## src/rtl/mac512_pkg.sv

```systemverilog
`default_nettype none
`timescale 1ns/1ps
// =====================================================================
// Module   : mac512_pkg
// Brief    : Shared constants, FSM state type and helpers for the
//            MAC_512 wide-add sequencer.
// Revision : 1.0 - initial release
// =====================================================================
package mac512_pkg;

   localparam int SLICE_W = 64;

   typedef enum logic [1:0] {
      IDLE = 2'd0,
      RUN  = 2'd1,
      DONE = 2'd2
   } state_t;

   // A single-slice build still needs a 1-bit index to stay legal
   function automatic int idx_width(input int n);
      return (n > 1) ? $clog2(n) : 1;
   endfunction

endpackage

`default_nettype wire

```

## src/rtl/cla64.sv

```systemverilog
`default_nettype none
`timescale 1ns/1ps
// =====================================================================
// Module   : cla64
// Brief    : 64-bit carry-lookahead adder, 4-bit groups with
//            group-level propagate/generate and block P/G outputs.
// Revision : 1.0 - initial release
// =====================================================================
module cla64 (
   input  logic [63:0] a,
   input  logic [63:0] b,
   input  logic        cin,
   output logic [63:0] s,
   output logic        cout,
   output logic        pout,
   output logic        gout
);

   logic [63:0] w_g;
   logic [63:0] w_p;
   logic [63:0] w_c;
   logic [15:0] w_gg;
   logic [15:0] w_gp;
   logic [16:0] w_gc;

   assign w_g     = a & b;
   assign w_p     = a ^ b;
   assign w_gc[0] = cin;

   generate
      for (genvar i = 0; i < 16; i++) begin : g_grp
         assign w_gg[i] = w_g[4*i+3]
                        | (w_p[4*i+3] & w_g[4*i+2])
                        | (w_p[4*i+3] & w_p[4*i+2] & w_g[4*i+1])
                        | (w_p[4*i+3] & w_p[4*i+2] & w_p[4*i+1] & w_g[4*i]);
         assign w_gp[i] = &w_p[4*i +: 4];

         assign w_c[4*i]   = w_gc[i];
         assign w_c[4*i+1] = w_g[4*i] | (w_p[4*i] & w_gc[i]);
         assign w_c[4*i+2] = w_g[4*i+1] | (w_p[4*i+1] & w_g[4*i])
                           | (w_p[4*i+1] & w_p[4*i] & w_gc[i]);
         assign w_c[4*i+3] = w_g[4*i+2] | (w_p[4*i+2] & w_g[4*i+1])
                           | (w_p[4*i+2] & w_p[4*i+1] & w_g[4*i])
                           | (w_p[4*i+2] & w_p[4*i+1] & w_p[4*i] & w_gc[i]);

         assign w_gc[i+1] = w_gg[i] | (w_gp[i] & w_gc[i]);
      end
   endgenerate

   assign s    = w_p ^ w_c;
   assign cout = w_gc[16];
   assign pout = &w_gp;
   // Full propagate excludes generate, so the block generate is cout without the cin path
   assign gout = w_gc[16] & ~pout;

endmodule

`default_nettype wire

```

## src/rtl/mac512_add_seq.sv

```systemverilog
`default_nettype none
`timescale 1ns/1ps
// =====================================================================
// Module   : mac512_add_seq
// Brief    : Multi-cycle 64*NSLICE-bit adder reusing one CLA64 slice,
//            LSB slice first, carry held in a register between slices.
// Config   : MAC512_ADD_SUB_EN adds the sub port (a-b via ~b and carry 1)
// Revision : 1.0 - initial release
// =====================================================================
module mac512_add_seq
   import mac512_pkg::*;
#(
   parameter int NSLICE = 8
) (
   input  logic                      clk,
   input  logic                      rst,
   input  logic                      in_valid,
   output logic                      in_ready,
   input  logic [SLICE_W*NSLICE-1:0] a,
   input  logic [SLICE_W*NSLICE-1:0] b,
   input  logic                      cin,
`ifdef MAC512_ADD_SUB_EN
   input  logic                      sub,
`endif
   output logic                      out_valid,
   input  logic                      out_ready,
   output logic [SLICE_W*NSLICE-1:0] sum,
   output logic                      cout,
   output logic                      busy
);

   localparam int              c_w    = SLICE_W * NSLICE;
   localparam int              c_iw   = idx_width(NSLICE);
   localparam logic [c_iw-1:0] c_last = c_iw'(NSLICE - 1);

   state_t              r_state;
   state_t              w_state_nxt;
   logic [c_iw-1:0]     r_idx;
   logic                r_carry;
   logic [c_w-1:0]      r_a;
   logic [c_w-1:0]      r_b;
   logic [c_w-1:0]      r_sum;
   logic                r_cout;
   logic [31:0]         w_base;
   logic [SLICE_W-1:0]  w_a_sl;
   logic [SLICE_W-1:0]  w_b_sl;
   logic [SLICE_W-1:0]  w_s;
   logic                w_c;

`ifdef MAC512_ADD_SUB_EN
   logic                r_sub;
`endif

   assign w_base = 32'(r_idx) * 32'(SLICE_W);
   assign w_a_sl = r_a[w_base +: SLICE_W];
`ifdef MAC512_ADD_SUB_EN
   assign w_b_sl = r_b[w_base +: SLICE_W] ^ {SLICE_W{r_sub}};
`else
   assign w_b_sl = r_b[w_base +: SLICE_W];
`endif

   cla64 u_cla64 (
      .a    (w_a_sl),
      .b    (w_b_sl),
      .cin  (r_carry),
      .s    (w_s),
      .cout (w_c),
      .pout (),
      .gout ()
   );

   always_ff @(posedge clk or posedge rst) begin
      if (rst) begin
         r_state <= IDLE;
      end else begin
         r_state <= w_state_nxt;
      end
   end

   always_comb begin
      w_state_nxt = r_state;
      in_ready    = 1'b0;
      out_valid   = 1'b0;
      busy        = 1'b0;
      unique case (r_state)
         IDLE: begin
            in_ready = 1'b1;
            if (in_valid) w_state_nxt = RUN;
         end
         RUN: begin
            busy = 1'b1;
            if (r_idx == c_last) w_state_nxt = DONE;
         end
         DONE: begin
            busy      = 1'b1;
            out_valid = 1'b1;
            if (out_ready) w_state_nxt = IDLE;
         end
         default: w_state_nxt = IDLE;
      endcase
   end

   always_ff @(posedge clk or posedge rst) begin
      if (rst) begin
         r_idx   <= '0;
         r_carry <= 1'b0;
         r_a     <= '0;
         r_b     <= '0;
         r_sum   <= '0;
         r_cout  <= 1'b0;
`ifdef MAC512_ADD_SUB_EN
         r_sub   <= 1'b0;
`endif
      end else begin
         unique case (r_state)
            IDLE: begin
               if (in_valid) begin
                  r_a   <= a;
                  r_b   <= b;
                  r_idx <= '0;
`ifdef MAC512_ADD_SUB_EN
                  r_sub   <= sub;
                  r_carry <= sub | cin;
`else
                  r_carry <= cin;
`endif
               end
            end
            RUN: begin
               r_sum[w_base +: SLICE_W] <= w_s;
               r_carry                  <= w_c;
               // Index parks on the last slice so it never wraps
               if (r_idx == c_last) begin
                  r_cout <= w_c;
               end else begin
                  r_idx <= r_idx + c_iw'(1);
               end
            end
            default: ;
         endcase
      end
   end

   assign sum  = r_sum;
   assign cout = r_cout;

endmodule

`default_nettype wire
```

## config.mk

```make
export PLATFORM = sky130hd
export DESIGN_NAME = mac512_add_seq
export DESIGN_NICKNAME = d
export VERILOG_FILES = /design/src/rtl/mac512_pkg.sv /design/src/rtl/cla64.sv /design/src/rtl/mac512_add_seq.sv
export SDC_FILE = /design/constraint.sdc
export NUM_CORES = 2
export LEC_CHECK = 0
export ABC_AREA = 1
export ABC_CLOCK_PERIOD_IN_PS = 195900
export CORE_AREA = 2 2 603 605
export CTS_BUF_LIST = sky130_fd_sc_hd__clkbuf_8 sky130_fd_sc_hd__clkbuf_16
export DETAILED_ROUTE_END_ITERATION = 16
export DIE_AREA = 0 0 605 607
export MAX_ROUTING_LAYER = met4
export PLACE_DENSITY_LB_ADDON = 0.12
export SYNTH_ARGS = -nofsm -noshare
export SYNTH_HDL_FRONTEND = slang
export SYNTH_HIERARCHICAL = 1
export SYNTH_SLANG_ARGS = --single-unit
```

## constraint.sdc

```tcl
create_clock -name clk -period 195.9 [get_ports clk]
set_input_delay 58.77 -clock clk [delete_from_list [all_inputs] [get_ports clk]]
set_output_delay 58.77 -clock clk [all_outputs]
set_load 0.05 [all_outputs]
```

==> impl_metrics.toml <==
[synth]
avgSynthCellArea_um2 = 7.86
syn_area_um2 = 73600
yosysWarnings = 6
syn-num-nets = 10487
synth_cells = 9367

[drt]
detail-route-antenna-nets = 0
via_per_inst = 4.39
num_vias = 68894
first_pass_iters = 6
met2WireLength_um = 212000
m1WireLength_um = 177000
top_signal_layer_used = "met4"
drt_iter0_markers = 5007
wl_met3_um = 23100
routed_wl_um = 430000
wl_per_cell_um = 27.4
drc = 0

[sta]
finalSetupTns_ns = 0
relSlewSlack_pct = 4.64
tightest_slew_ns = 1.43
final-hold-violation-count = 0
rsz0062_at_grt = "false"
setup_viol = 0
fin_crit_sh_pct = 32.5
hold-worst-slack_ns = 0.468
fmax_mhz = 15.7
min_period_ns = 63.72
fin_skew_ns = 0.0493
finalMaxSlewViolations = 0

[critical_path]
worstSetupEndpoint = "r_a[105]"
cp.arrival_ns = 64.51
r2r-end = "sum[245]"
setup.worst_path.end_class = "flip-flop"
r2r_slack_ns = 186.73
reg2reg_depth = 36
path_class = "in -> reg"
critPathLaunch = "in_valid"
cp.required_ns = 196.68
critPathLaunchType = "input port"
r2r-start = "r_idx[1]"
crit_fanout = 104

[clock_tree]
clockBufferDepth = 4
cts.sinks = 1543
clk_pin_slew_worst_paths_ns = 0.06
cts-resized-gates = 0
cts_root_buffer = "clkbuf_16"
insertion_delay_ns = 0.92
htreeDepth = 4
cts_tree = "built"
cts_hold_buf = 0
postCtsSetupRepairBufs = 0
numCtsBuffers = 202

[layout]
fillers = 39319
synthToLayoutAreaGrowth_pct = 36.6
final_nets = 11741
final_layout_size_suffix_gt1_share_pct = 5.97

[floorplanning]
fp.coreArea_um2 = 361000
die_y_um = 607
dieWidth_um = 605
rows = 221
io_pins = 1545
die-area_um2 = 367000
start_util_pct = 20.4

[grt]
grt_pass1_vias = 69171
grt_max_degree = 242
antenna_found_initial = 194
grt_usage_pct = 23.5
grt.overflow.total = 0
grt_first_pass_wirelength_um = 582000

[placement]
dp_hpwl_um = 329000
gp_congestion = 0.888
port_buffers = 1544

[power_and_ir_drop]
irDropWorstVdd_v = 0.0000223
leakage_uw = 0.0479
powerDensity_nw_per_um2 = 19.6

[job]
drv_cap = 0

[status]
status = "finished clean"

[min_path]
min_path_type = "reg -> reg"
-- sequential cells by signal (all words and copies together), names as in the netlist --
signal,cells
cout,1
r_a,512
r_b,512
r_carry,1
r_idx,3
r_state,2
sum,512
-- metrics by stage --
| stage | instances | util (%) | area [um^2] | total power [uW] | worst slack (ns) |
|---|---|---|---|---|---|
| 5_1_grt | 15672 | 27.9 | 101000 | 2110 | 131.80 |
| 3_5_place_dp | 15211 | 26.0 | 93700 | 1640 | 131.40 |
| 2_1_floorplan | 9367 | - | 73600 | 1020 | 93.60 |
| 6_report | 15682 | 27.9 | 101000 | 1980 | 132.18 |
| 4_1_cts | 15576 | 27.8 | 100000 | 2030 | 132.35 |
| 3_3_place_gp | 15211 | 26.0 | 93700 | 1620 | 131.41 |
-- critical path, cell delays in order --
cell	delay (ns)
clkdlybuf4s50_1	0.47
nand2_4	0.55
buf_4	0.80
buf_4	0.67
buf_4	0.77
buf_4	0.86
buf_4	0.91
nor2_1	0.11
a21oi_1	0.18
-- layer usage --
| layer | up-vias | global-route usage (%) |
|---|---|---|
| li1 | 32054 | - |
| met2 | 2003 | 39.5 |
| met4 | 0 | 8.87 |
| met3 | 613 | 4.30 |
| met5 | - | - |
| met1 | 34224 | 27.9 |
-- power breakdown --
group          total, uW  internal, uW  switching (uW)
clock network        381           221             160
registers            472           433            39.5
logic               1120           280             843
-- placed cells by master (no fill, tap or decap), drive strengths merged --
cell and count:
a211oi 12, a21oi 1000, buf 135, bufinv 8, clkbuf 261, clkdlybuf4s50 1544
clkinv 35, clkinvlp 4, dfrtp 1543, diode 106, fa 16, ha 75
inv 1112, mux2 63, nand2 2490, nand3 699, nand4 197, nor2 1188
o21ai 323, o21bai 1, or2 31, xnor2 17, xor2 28
-- worst min-delay path by stage --
stage	startpoint	to	slack, ns	cells after the start
floorplan	r_b[189]	r_b[189]	0.47	1
global placement	sum[307]	sum[307]	0.46	2
CTS	sum[20]	sum[20]	0.47	2
detailed placement	sum[20]	sum[20]	0.46	2
global route	sum[37]	sum[37]	0.49	2
finish	sum[62]	sum[62]	0.47	2
-- area by class of cell --
class / instances / area [um^2] / area share [%]
diodes: 106 / 265 / 0.264
clock buffers: 261 / 5890 / 5.85
clock inverters: 104 / 797 / 0.792
inverters: 1055 / 4010 / 3.98
multi-input cells: 6140 / 28400 / 28.3
flip-flops and latches: 1543 / 38600 / 38.4
well taps: 4794 / 6000 / 5.96
repair buffers: 1679 / 16600 / 16.5
Note: power is estimated with default switching activity, not from simulation.
